--- config.mk ---
export PLATFORM = sky130hd
export DESIGN_NAME = mux_sel_arbiter
export DESIGN_NICKNAME = d
export VERILOG_FILES = /design/src/rtl/mux_sel_arbiter.sv
export SDC_FILE = /design/constraint.sdc
export NUM_CORES = 1
export LEC_CHECK = 0
export CAP_MARGIN = 20
export CORE_MARGIN = 10
export CORE_UTILIZATION = 30
export CTS_CLUSTER_SIZE = 30
export DETAILED_ROUTE_END_ITERATION = 8
export PLACE_DENSITY_LB_ADDON = 0.2
export SETUP_SLACK_MARGIN = 0.2
export SLEW_MARGIN = 20
export SYNTH_ARGS = -nofsm -noshare
export SYNTH_HDL_FRONTEND = slang
export SYNTH_SLANG_ARGS = --single-unit
export TNS_END_PERCENT = 20
--- constraint.sdc ---
create_clock -name clk -period 4.05 [get_ports clk]
set_input_delay 0.81 -clock clk [delete_from_list [all_inputs] [get_ports clk]]
set_output_delay 0.81 -clock clk [all_outputs]
set_load 0.05 [all_outputs]
--- src/rtl/mux_sel_arbiter.sv ---
`default_nettype none
// ============================================================================
// Module      : mux_sel_arbiter
// Description : Two-requester round-robin burst arbiter driving the select of
//               a 2:1 mux (sel=1 passes a, sel=0 passes b).
// Revision    : 1.0 - initial release
// ============================================================================
module mux_sel_arbiter #(
    parameter int MAX_BEATS = 16
) (
    input  logic clk,
    input  logic rst,
    input  logic req_a,
    input  logic last_a,
    input  logic req_b,
    input  logic last_b,
    input  logic out_ready,
    output logic sel,
    output logic gnt_a,
    output logic gnt_b,
    output logic busy,
    output logic force_rel
);

    localparam int CNT_W = $clog2(MAX_BEATS + 1);

    localparam logic [1:0] c_IDLE  = 2'd0;
    localparam logic [1:0] c_GNT_A = 2'd1;
    localparam logic [1:0] c_GNT_B = 2'd2;

    localparam logic [CNT_W:0] c_LIMIT = (CNT_W + 1)'(MAX_BEATS);

    logic [1:0]       r_state;
    logic [1:0]       w_next;
    logic [CNT_W-1:0] r_cnt;
    logic [CNT_W:0]   w_cnt_inc;
    logic             r_last_winner;   // 1 = a won last, 0 = b won last
    logic             r_sel;
    logic             r_gnt_a;
    logic             r_gnt_b;
    logic             r_force_rel;

    logic w_xfer_a;
    logic w_xfer_b;
    logic w_xfer;
    logic w_last;
    logic w_limit;
    logic w_release;
    logic w_force;

    assign w_xfer_a  = (r_state == c_GNT_A) & req_a & out_ready;
    assign w_xfer_b  = (r_state == c_GNT_B) & req_b & out_ready;
    assign w_xfer    = w_xfer_a | w_xfer_b;
    assign w_last    = (w_xfer_a & last_a) | (w_xfer_b & last_b);
    assign w_cnt_inc = {1'b0, r_cnt} + {{CNT_W{1'b0}}, 1'b1};
    assign w_limit   = (w_cnt_inc == c_LIMIT);
    assign w_release = w_xfer & (w_last | w_limit);
    // A beat that is both last and at the limit counts as a normal release.
    assign w_force   = w_xfer & w_limit & ~w_last;

    always_comb begin
        w_next = r_state;
        case (r_state)
            c_IDLE: begin
                if (req_a && req_b)
                    w_next = r_last_winner ? c_GNT_B : c_GNT_A;
                else if (req_a)
                    w_next = c_GNT_A;
                else if (req_b)
                    w_next = c_GNT_B;
            end
            c_GNT_A: begin
                if (w_release)
                    w_next = req_b ? c_GNT_B : (req_a ? c_GNT_A : c_IDLE);
            end
            c_GNT_B: begin
                if (w_release)
                    w_next = req_a ? c_GNT_A : (req_b ? c_GNT_B : c_IDLE);
            end
            default: w_next = c_IDLE;
        endcase
    end

    always_ff @(posedge clk) begin
        if (rst) begin
            r_state       <= c_IDLE;
            r_cnt         <= '0;
            r_last_winner <= 1'b0;
            r_sel         <= 1'b0;
            r_gnt_a       <= 1'b0;
            r_gnt_b       <= 1'b0;
            r_force_rel   <= 1'b0;
        end else begin
            r_state     <= w_next;
            r_gnt_a     <= (w_next == c_GNT_A);
            r_gnt_b     <= (w_next == c_GNT_B);
            r_force_rel <= w_force;
            if (w_release) begin
                r_cnt         <= '0;
                r_last_winner <= w_xfer_a;
            end else if (w_xfer) begin
                r_cnt <= w_cnt_inc[CNT_W-1:0];
            end
            // sel only moves when a grant is (re)entered; IDLE keeps it.
            if (w_next == c_GNT_A)
                r_sel <= 1'b1;
            else if (w_next == c_GNT_B)
                r_sel <= 1'b0;
        end
    end

    assign sel       = r_sel;
    assign gnt_a     = r_gnt_a;
    assign gnt_b     = r_gnt_b;
    assign busy      = r_gnt_a | r_gnt_b;
    assign force_rel = r_force_rel;

endmodule
`default_nettype wire

==> results of run 1 <==
layer usage:
| metal | vias up | global-route usage | wire (um) |
|---|---|---|---|
| li1 | 327 | - | - |
| met1 | 289 | 0.07841 | 753 |
| met2 | 12 | 0.1060 | 659 |
| met3 | 2 | 0.03060 | 107 |
| met4 | 0 | 0.03769 | 14 |
| met5 | - | 0 | 0 |
state kept, by name, summed over array words and instances (netlist names):
| signal | cells |
|---|---|
| gnt_b | 1 |
| r_last_winner | 1 |
| gnt_a | 1 |
| r_cnt | 5 |
| r_state | 2 |
| sel | 1 |
| force_rel | 1 |
cell type report:
class | instances | area [sq um] | share of cell area
clock buffer | 4 | 36.28 | 0.04102
timing repair buffer | 11 | 110.1 | 0.1245
inverter | 5 | 18.77 | 0.02122
tap | 28 | 35.03 | 0.03960
multi-input combinational | 64 | 444.2 | 0.5021
sequential | 12 | 240.2 | 0.2716
logic make-up (layout without fill, tap and decap cells):
group	Yosys count	in the layout
flip-flops	12	12
AO/OA/AOI/OAI	18	18
XOR/XNOR	1	1
buffers and inverters	6	20
adder cells (fa/ha/maj)	3	3
multiplexers	2	2
AND/OR/NAND/NOR	40	40
worst min-delay path: stages (launching register included):
cell and delay [ps]:
dfxtp_1 340, nand2_1 70, nand2_1 40
Yosys cell counts (all sizes together), types with 2 or more instances:
cell	instances
dfxtp	12
nand3	4
inv	5
or2	4
nor2	8
nor2b	2
nor3	3
and4b	3
ha	3
mux2i	2
nand2	8
o21ai	3
a311oi	2
a21oi	3
worst max path at each step:
| stage | start | end | slack, ps | cells after the start |
|---|---|---|---|---|
| 2_1_floorplan | req_b | sel | 1680 | 7 |
| 6_report | req_a | sel | 1320 | 8 |
| 4_1_cts | req_a | sel | 1330 | 8 |
| 3_3_place_gp | req_a | sel | 1040 | 8 |
| 3_5_place_dp | req_a | sel | 1020 | 8 |
| 5_1_grt | req_a | sel | 1180 | 9 |
where the power goes:
| part | internal [mW] | switching, mW |
|---|---|---|
| clock | 0.0546 | 0.0427 |
| combinational | 0.0347 | 0.0452 |
| sequential | 0.125 | 0.00737 |
==> flow_summary.ini, run 1 <==
[timing]
fin_skew_ps = 1.560
fin_crit_ps = 2734
worst_slew_pin_slew_ps = 497.5
fmax_mhz = 365.8
hold_violations = 0
fin_ws_ps = 1316
slew_violations = 0
finalCritPeriodShare = 0.6749
fin_hold_ws_ps = 485.1
finalSetupViolations = 0
fin_setup_tns_ps = 0
rsz0062_at_grt = no
max-slew-margin-rel = 0.6673

[floorplanning]
die_y_um = 68.55
core_sq_mm = 0.002233
pin_count = 12
num_rows = 17
fp.dieW_um = 68.55
die-area_sq_mm = 0.004698
start_util = 0.3165

[global_routing]
antenna_found_initial = 0
overflow = 0
grt_util_all_layers = 0.06898
grt_pass1_vias = 583
grt_pass1_wl_um = 2511
grt_max_degree = 13

[routing]
drt_iter0_drc = 20
dr.pass1.iters = 4
wire_per_inst_um = 12.38
vias = 630
wl_um = 1535
routed_via_density = 5.081
drc = 0
antenna_left = 0

[clock_network]
root_buffer = clkbuf_4
clockBufferDepth = 2
cts.sinks = 12
insertion_delay_ps = 270
htreeDepth = 1
cts_resized = 0
cts_tree = yes
cts-hold-fix-buffers = 0
cts_setup_buffers = 0
cts_buffers = 3
clkSlewWorstSetupHoldPaths_ps = 80

[worst_setup_path]
worst-r2r-setup-slack_ps = 1900
crit_path_start_kind = primary input
worstPathMaxFanout = 6
cpMaxStageDelayCell = clkdlybuf4s50_1
reg2regPathDepth = 8
critPathKind = primary input to flip-flop
cp_top_family = compound AO/OA/AOI/OAI gates
path_buf_inv = 1
timing.rr.end = sel
cp.required_ps = 4210
r2r_start = r_state[1]
cp.arrival_ps = 2890
max_stage_delay_ps = 500
cp_cell_sequence = clkdlybuf4s50_1 > and4b_1 > o21a_1 > a31o_1 > a311oi_2 > ha_1 > mux2i_1 > nor2_1
endpoint_kind = flip-flop

[pwr]
ir_drop_mv = 0.1427
total_power_mw = 0.3099
p_leak_nw = 0.3441
power_density_mw_per_mm2 = 350.4

[synth]
ys_seq_area_frac = 0.3398
synthMuxAreaShare = 0.02832
ys_top_cells_by_area = dfxtp_1, ha_1, nand2_1
synth_compound_area_frac = 0.2142
avgSynthCellArea_sq_um = 8.621
synth_area_leader_cell = dfxtp_1
synth_cells = 82
synthArstFlopShare = 0
synthAdderAreaFrac = 0.05310
synth_top_family_by_area = simple AND/OR/NAND/NOR gates
syn_nets = 92
synth_top_area_frac = 0.3398
synth_xor_area_frac = 0.01239
yosys.area_share.simple = 0.3204
ys_ff_latch = 12
synth_cell_types = 38
synth_ff_type = dfxtp_1
synth_area_sq_um = 706.9
synth-edff-count = 0
ys_warn_count = 0

[layout]
fillers = 238
drive_gt1_frac = 0.1354
area_delta_synth_final_pct = 25.13
mostFrequentLayoutCells = dfxtp_1, clkdlybuf4s50_1, nand2_1, nor2_1, inv_1
final_area_sq_um = 884.6
final_common_cell = dfxtp_1
nNetsFinal = 107
diodes = 0
post_layout_nonfiller_instances = 124
post-route-util = 0.3961

[min_path]
hold_path.class = flip-flop to flip-flop
holdPathEnd = r_cnt[4]
hold_path_depth = 2
hold_start = r_cnt[4]

[placed_design]
place_area_sq_um = 848.3
placed_cells = 120
gp_congestion = 0.7232
dp_hpwl_um = 1182
dp_slack_ps = 1023
portBuffers = 11

[run]
maxCapViolCount = 0

[run_status]
status = finished clean
No activity file was read; power rests on OpenSTA's default activity.
==> run 2, diff against run 1 <==
- clock period: 4.05 -> 2.7 ns (I/O delays scaled with it)
==> run 2 against run 1 <==
Effect of this change: clock power rose by 51%; setup slack worse by 1000 ps; highest routed layer unchanged; critical path type unchanged; via count grew 2.4%; global-route usage increased by 0.86 points; non-clock buffer count rose by 5; clock skew increased by 1.6 ps; combinational power is 58% higher; total power grew 52%; sequential power is 50% higher; sequential share of layout area down 1.1 points; first-iteration DRC count is 25% lower.
==> flow_summary.ini, run 2 (same netlist as run 1, synthesis figures left out) <==
[worst_setup_path]
cp.required_ps = 2860
setup.worst_path.start = req_b
critPathKind = primary input to flip-flop
cp-endpoint = sel
worstPathMaxFanout = 4
reg2regPathDepth = 7
endpoint_kind = flip-flop
worst-r2r-setup-slack_ps = 580
cp.arrival_ps = 2540
timing.rr.end = sel
crit_path_start_kind = primary input
r2r_start = r_state[1]

[global_routing]
grt_pass1_vias = 631
antenna_found_initial = 0
grt_util_all_layers = 0.07755
grt_max_degree = 13
grt_pass1_wl_um = 2766
overflow = 0

[placed_design]
portBuffers = 11
gp_congestion = 0.7461
dp_hpwl_um = 1260

[run_status]
status = finished clean

[timing]
fin_skew_ps = 3.198
rsz0062_at_grt = no
fin_crit_ps = 2380
finalCritPeriodShare = 0.8815
fin_hold_ws_ps = 485.4
worst_slew_pin_slew_ps = 500.9
hold_violations = 0
finalSetupViolations = 0
fmax_mhz = 420.2
max-slew-margin-rel = 0.6650
fin_setup_tns_ps = 0
slew_violations = 0

[clock_network]
clockBufferDepth = 2
cts_resized = 0
clkSlewWorstSetupHoldPaths_ps = 80
root_buffer = clkbuf_4
cts.sinks = 12
cts_setup_buffers = 0
insertion_delay_ps = 280
cts-hold-fix-buffers = 0
cts_buffers = 3
htreeDepth = 1
cts_tree = yes

[layout]
largest_register_ffs = 5
diodes = 0
drive_gt1_frac = 0.1782
reg_top3 = r_cnt x5, r_state x2
final_common_cell = dfxtp_1
nNetsFinal = 112
mostFrequentLayoutCells = dfxtp_1, clkdlybuf4s50_1, nand2_1, nor2_1
area_delta_synth_final_pct = 30.44
regMostFlops = r_cnt

[routing]
antenna_left = 0
wire_per_inst_um = 12.33
wl_um = 1591
dr.pass1.iters = 4
drc = 0
routed_via_density = 5.000
vias = 645
drt_iter0_drc = 15

[pwr]
ir_drop_mv = 0.2581
power_density_mw_per_mm2 = 511.7
p_leak_nw = 0.3697

[min_path]
hold_path.class = flip-flop to flip-flop

[floorplanning]
die-area_sq_mm = 0.004698
num_rows = 17
core_sq_mm = 0.002233
pin_count = 12
fp.dieW_um = 68.55
die_y_um = 68.55
start_util = 0.3165

[run]
maxCapViolCount = 0
-- run 2: power breakdown --
group / internal [mW] / switching, mW
clock network: 0.0820 / 0.0651
logic: 0.0574 / 0.0686
registers: 0.188 / 0.0108
total: 0.327 / 0.145
-- run 2: per-layer routing --
metal,routed length (um),GRT usage
met1,738,0.09528
met2,737,0.1118
met3,92,0.03543
met4,23,0.03769
met5,0,0
-- run 2: worst min-delay path by stage --
stage               cells past startpoint  slack, ps      from  endpoint
floorplan                               2        440  r_cnt[4]  r_cnt[4]
global placement                        2        470  r_cnt[4]  r_cnt[4]
detailed placement                      2        470  r_cnt[4]  r_cnt[4]
CTS                                     2        490  r_cnt[4]  r_cnt[4]
global route                            2        530  r_cnt[4]  r_cnt[4]
finish                                  2        490  r_cnt[4]  r_cnt[4]
-- run 2: metrics by stage --
stage,instance area [sq um],total power [mW],util,setup slack (ps),std cells
2_1_floorplan,706.9,0.2853,-,596.6,82
5_1_grt,922.1,0.5048,0.4129,202.1,129
3_3_place_gp,885.9,0.3294,0.3966,47.66,125
3_5_place_dp,885.9,0.3303,0.3966,20.50,125
4_1_cts,922.1,0.4804,0.4129,322.1,129
6_report,922.1,0.4719,0.4129,320.0,129
-- run 2: final cells by class --
cell class | count | area [sq um]
fill | 233 | 1311
multi-input combinational | 64 | 444.2
sequential | 12 | 240.2
timing repair buffer | 16 | 147.6
clock buffer | 4 | 36.28
tap | 28 | 35.03
inverter | 5 | 18.77
-- run 2: worst max-delay path: stages --
cell	delay (ps)
clkdlybuf4s50_1	440
and4b_1	230
o21a_1	230
a31o_1	230
a311oi_2	370
ha_1	300
mux2i_1	150
nor2_1	50
==> run 3, diff against run 2 <==
- CORE_MARGIN: 10 -> 2
- CORE_UTILIZATION: 30 -> 40
==> run 3 against run 2 <==
Effect of this change: fmax fell by 0.20%; critical path type unchanged; largest cell class unchanged; sequential share of layout area grew 1.5 points; setup slack worse by 4.8 ps; clock power shrank 25%; highest routed layer unchanged; first-iteration DRC count is 80% lower; flip-flop and latch count is the same; non-clock buffer count decreased by 3; critical path depth stayed put.
==> flow_summary.ini, run 3 (same netlist as run 1, synthesis figures left out) <==
[layout]
drive_gt1_frac = 0.1443
regMostFlops = r_cnt
largest_register_ffs = 5
post-route-util = 0.5163
final_common_cell = dfxtp_1
area_delta_synth_final_pct = 23.36
diodes = 0
fillers = 178
nNetsFinal = 109
mostFrequentLayoutCells = dfxtp_1, clkdlybuf4s50_1, nand2_1, nor2_1, inv_1
reg_top3 = r_cnt x5, r_state x2

[clock_network]
cts_buffers = 3
cts_tree = yes
htreeDepth = 1
insertion_delay_ps = 270
clkSlewWorstSetupHoldPaths_ps = 80
cts_resized = 0
cts-hold-fix-buffers = 0
clockBufferDepth = 2
cts_setup_buffers = 0
root_buffer = clkbuf_4
cts.sinks = 12

[timing]
finalSetupViolations = 0
fin_setup_tns_ps = 0
worst_slew_pin_slew_ps = 497.1
fin_skew_ps = 12.32
slew_violations = 0
fmax_mhz = 419.3
hold_violations = 0
finalCritPeriodShare = 0.8832
rsz0062_at_grt = no
fin_crit_ps = 2385
max-slew-margin-rel = 0.6675

[routing]
antenna_left = 0
wl_um = 1375
vias = 618
drt_iter0_drc = 3
routed_via_density = 5.421
drc = 0
wire_per_inst_um = 12.06
dr.pass1.iters = 4

[pwr]
p_seq_frac = 0.463
ir_drop_mv = 0.2841
power_density_mw_per_mm2 = 492.5
cell_internal_pwr_mw = 0.2932
p_leak_nw = 0.3472
p_clk_frac = 0.256
power_frac_comb = 0.280
swShare = 0.3174
switching_power_mw = 0.1363

[global_routing]
overflow = 0
grt_util_all_layers = 0.1591
grt_pass1_vias = 572
antenna_found_initial = 0
grt_max_degree = 13
grt_pass1_wl_um = 2401

[floorplanning]
fp.dieW_um = 46.04
die-area_sq_mm = 0.002120
start_util = 0.4185
die_y_um = 46.04
pin_count = 12
core_sq_mm = 0.001689
num_rows = 15

[worst_setup_path]
cp.arrival_ps = 2530
critPathKind = primary input to flip-flop
cp.required_ps = 2840
worstPathMaxFanout = 5
crit_path_start_kind = primary input
endpoint_kind = flip-flop

[run]
maxCapViolCount = 0

[placed_design]
dp_hpwl_um = 1124
portBuffers = 11
gp_congestion = 0.7521

[min_path]
hold_path.class = flip-flop to flip-flop

[run_status]
status = finished clean
run 3: changes by cell type in the layout (fill, tap and decap cells not counted), sizes merged:
| cell | delta |
|---|---|
| buf | -3 |
| clkbuf | -1 |
run 3: layout make-up:
cell class              count  area [sq um]  share of cell area
clock buffers               3         22.52             0.02582
inverters                   5         18.77             0.02152
multi-input cells          64         444.2              0.5093
flip-flops and latches     12         240.2              0.2755
well taps                  17         21.27             0.02439
repair buffers             13         125.1              0.1435
run 3: per-stage QoR:
stage | setup WS, ps | hold slack [ps] | cells | power (mW) | cell area [sq um]
after floorplan | 596.6 | 444.8 | 82 | 0.2853 | 706.9
after global placement | 42.43 | 464.2 | 111 | 0.3222 | 849.6
after detailed placement | 15.96 | 477.4 | 111 | 0.3244 | 849.6
after CTS | 300.1 | 488.6 | 114 | 0.4326 | 872.1
after global routing | 209.4 | 529.0 | 114 | 0.4536 | 872.1
final | 315.2 | 486.5 | 114 | 0.4295 | 872.1
run 3: final timing paths:
| path | from | to | slack (ps) | cells past startpoint |
|---|---|---|---|---|
| worst max-delay path | req_b | sel | 320 | 8 |
| worst min-delay path | r_cnt[4] | r_cnt[4] | 490 | 2 |
| worst max register to register | r_state[0] | sel | 610 | 7 |
| worst min register to register | r_cnt[4] | r_cnt[4] | 490 | 2 |
run 3: worst max-delay path, stage by stage:
cell and delay, ps:
clkdlybuf4s50_1 440, and4b_2 260, o21bai_4 200, a31o_1 260, a311oi_2 350, ha_1 300, mux2i_1 140, nor2_1 50
run 3: metal layers:
layer,vias up,track usage,wire [um]
met5,-,0,0
li1,328,-,-
met2,13,0.2417,631
met3,4,0.03571,55
met4,0,0.06857,27
met1,273,0.2139,661
run 3: power by group through the flow:
stage               registers [mW]  clock network (mW)  logic (mW)
floorplan                    0.219                   0      0.0660
global placement             0.203                   0       0.120
detailed placement           0.203                   0       0.121
CTS                          0.199               0.112       0.122
global route                 0.201               0.123       0.130
finish                       0.199               0.110       0.120
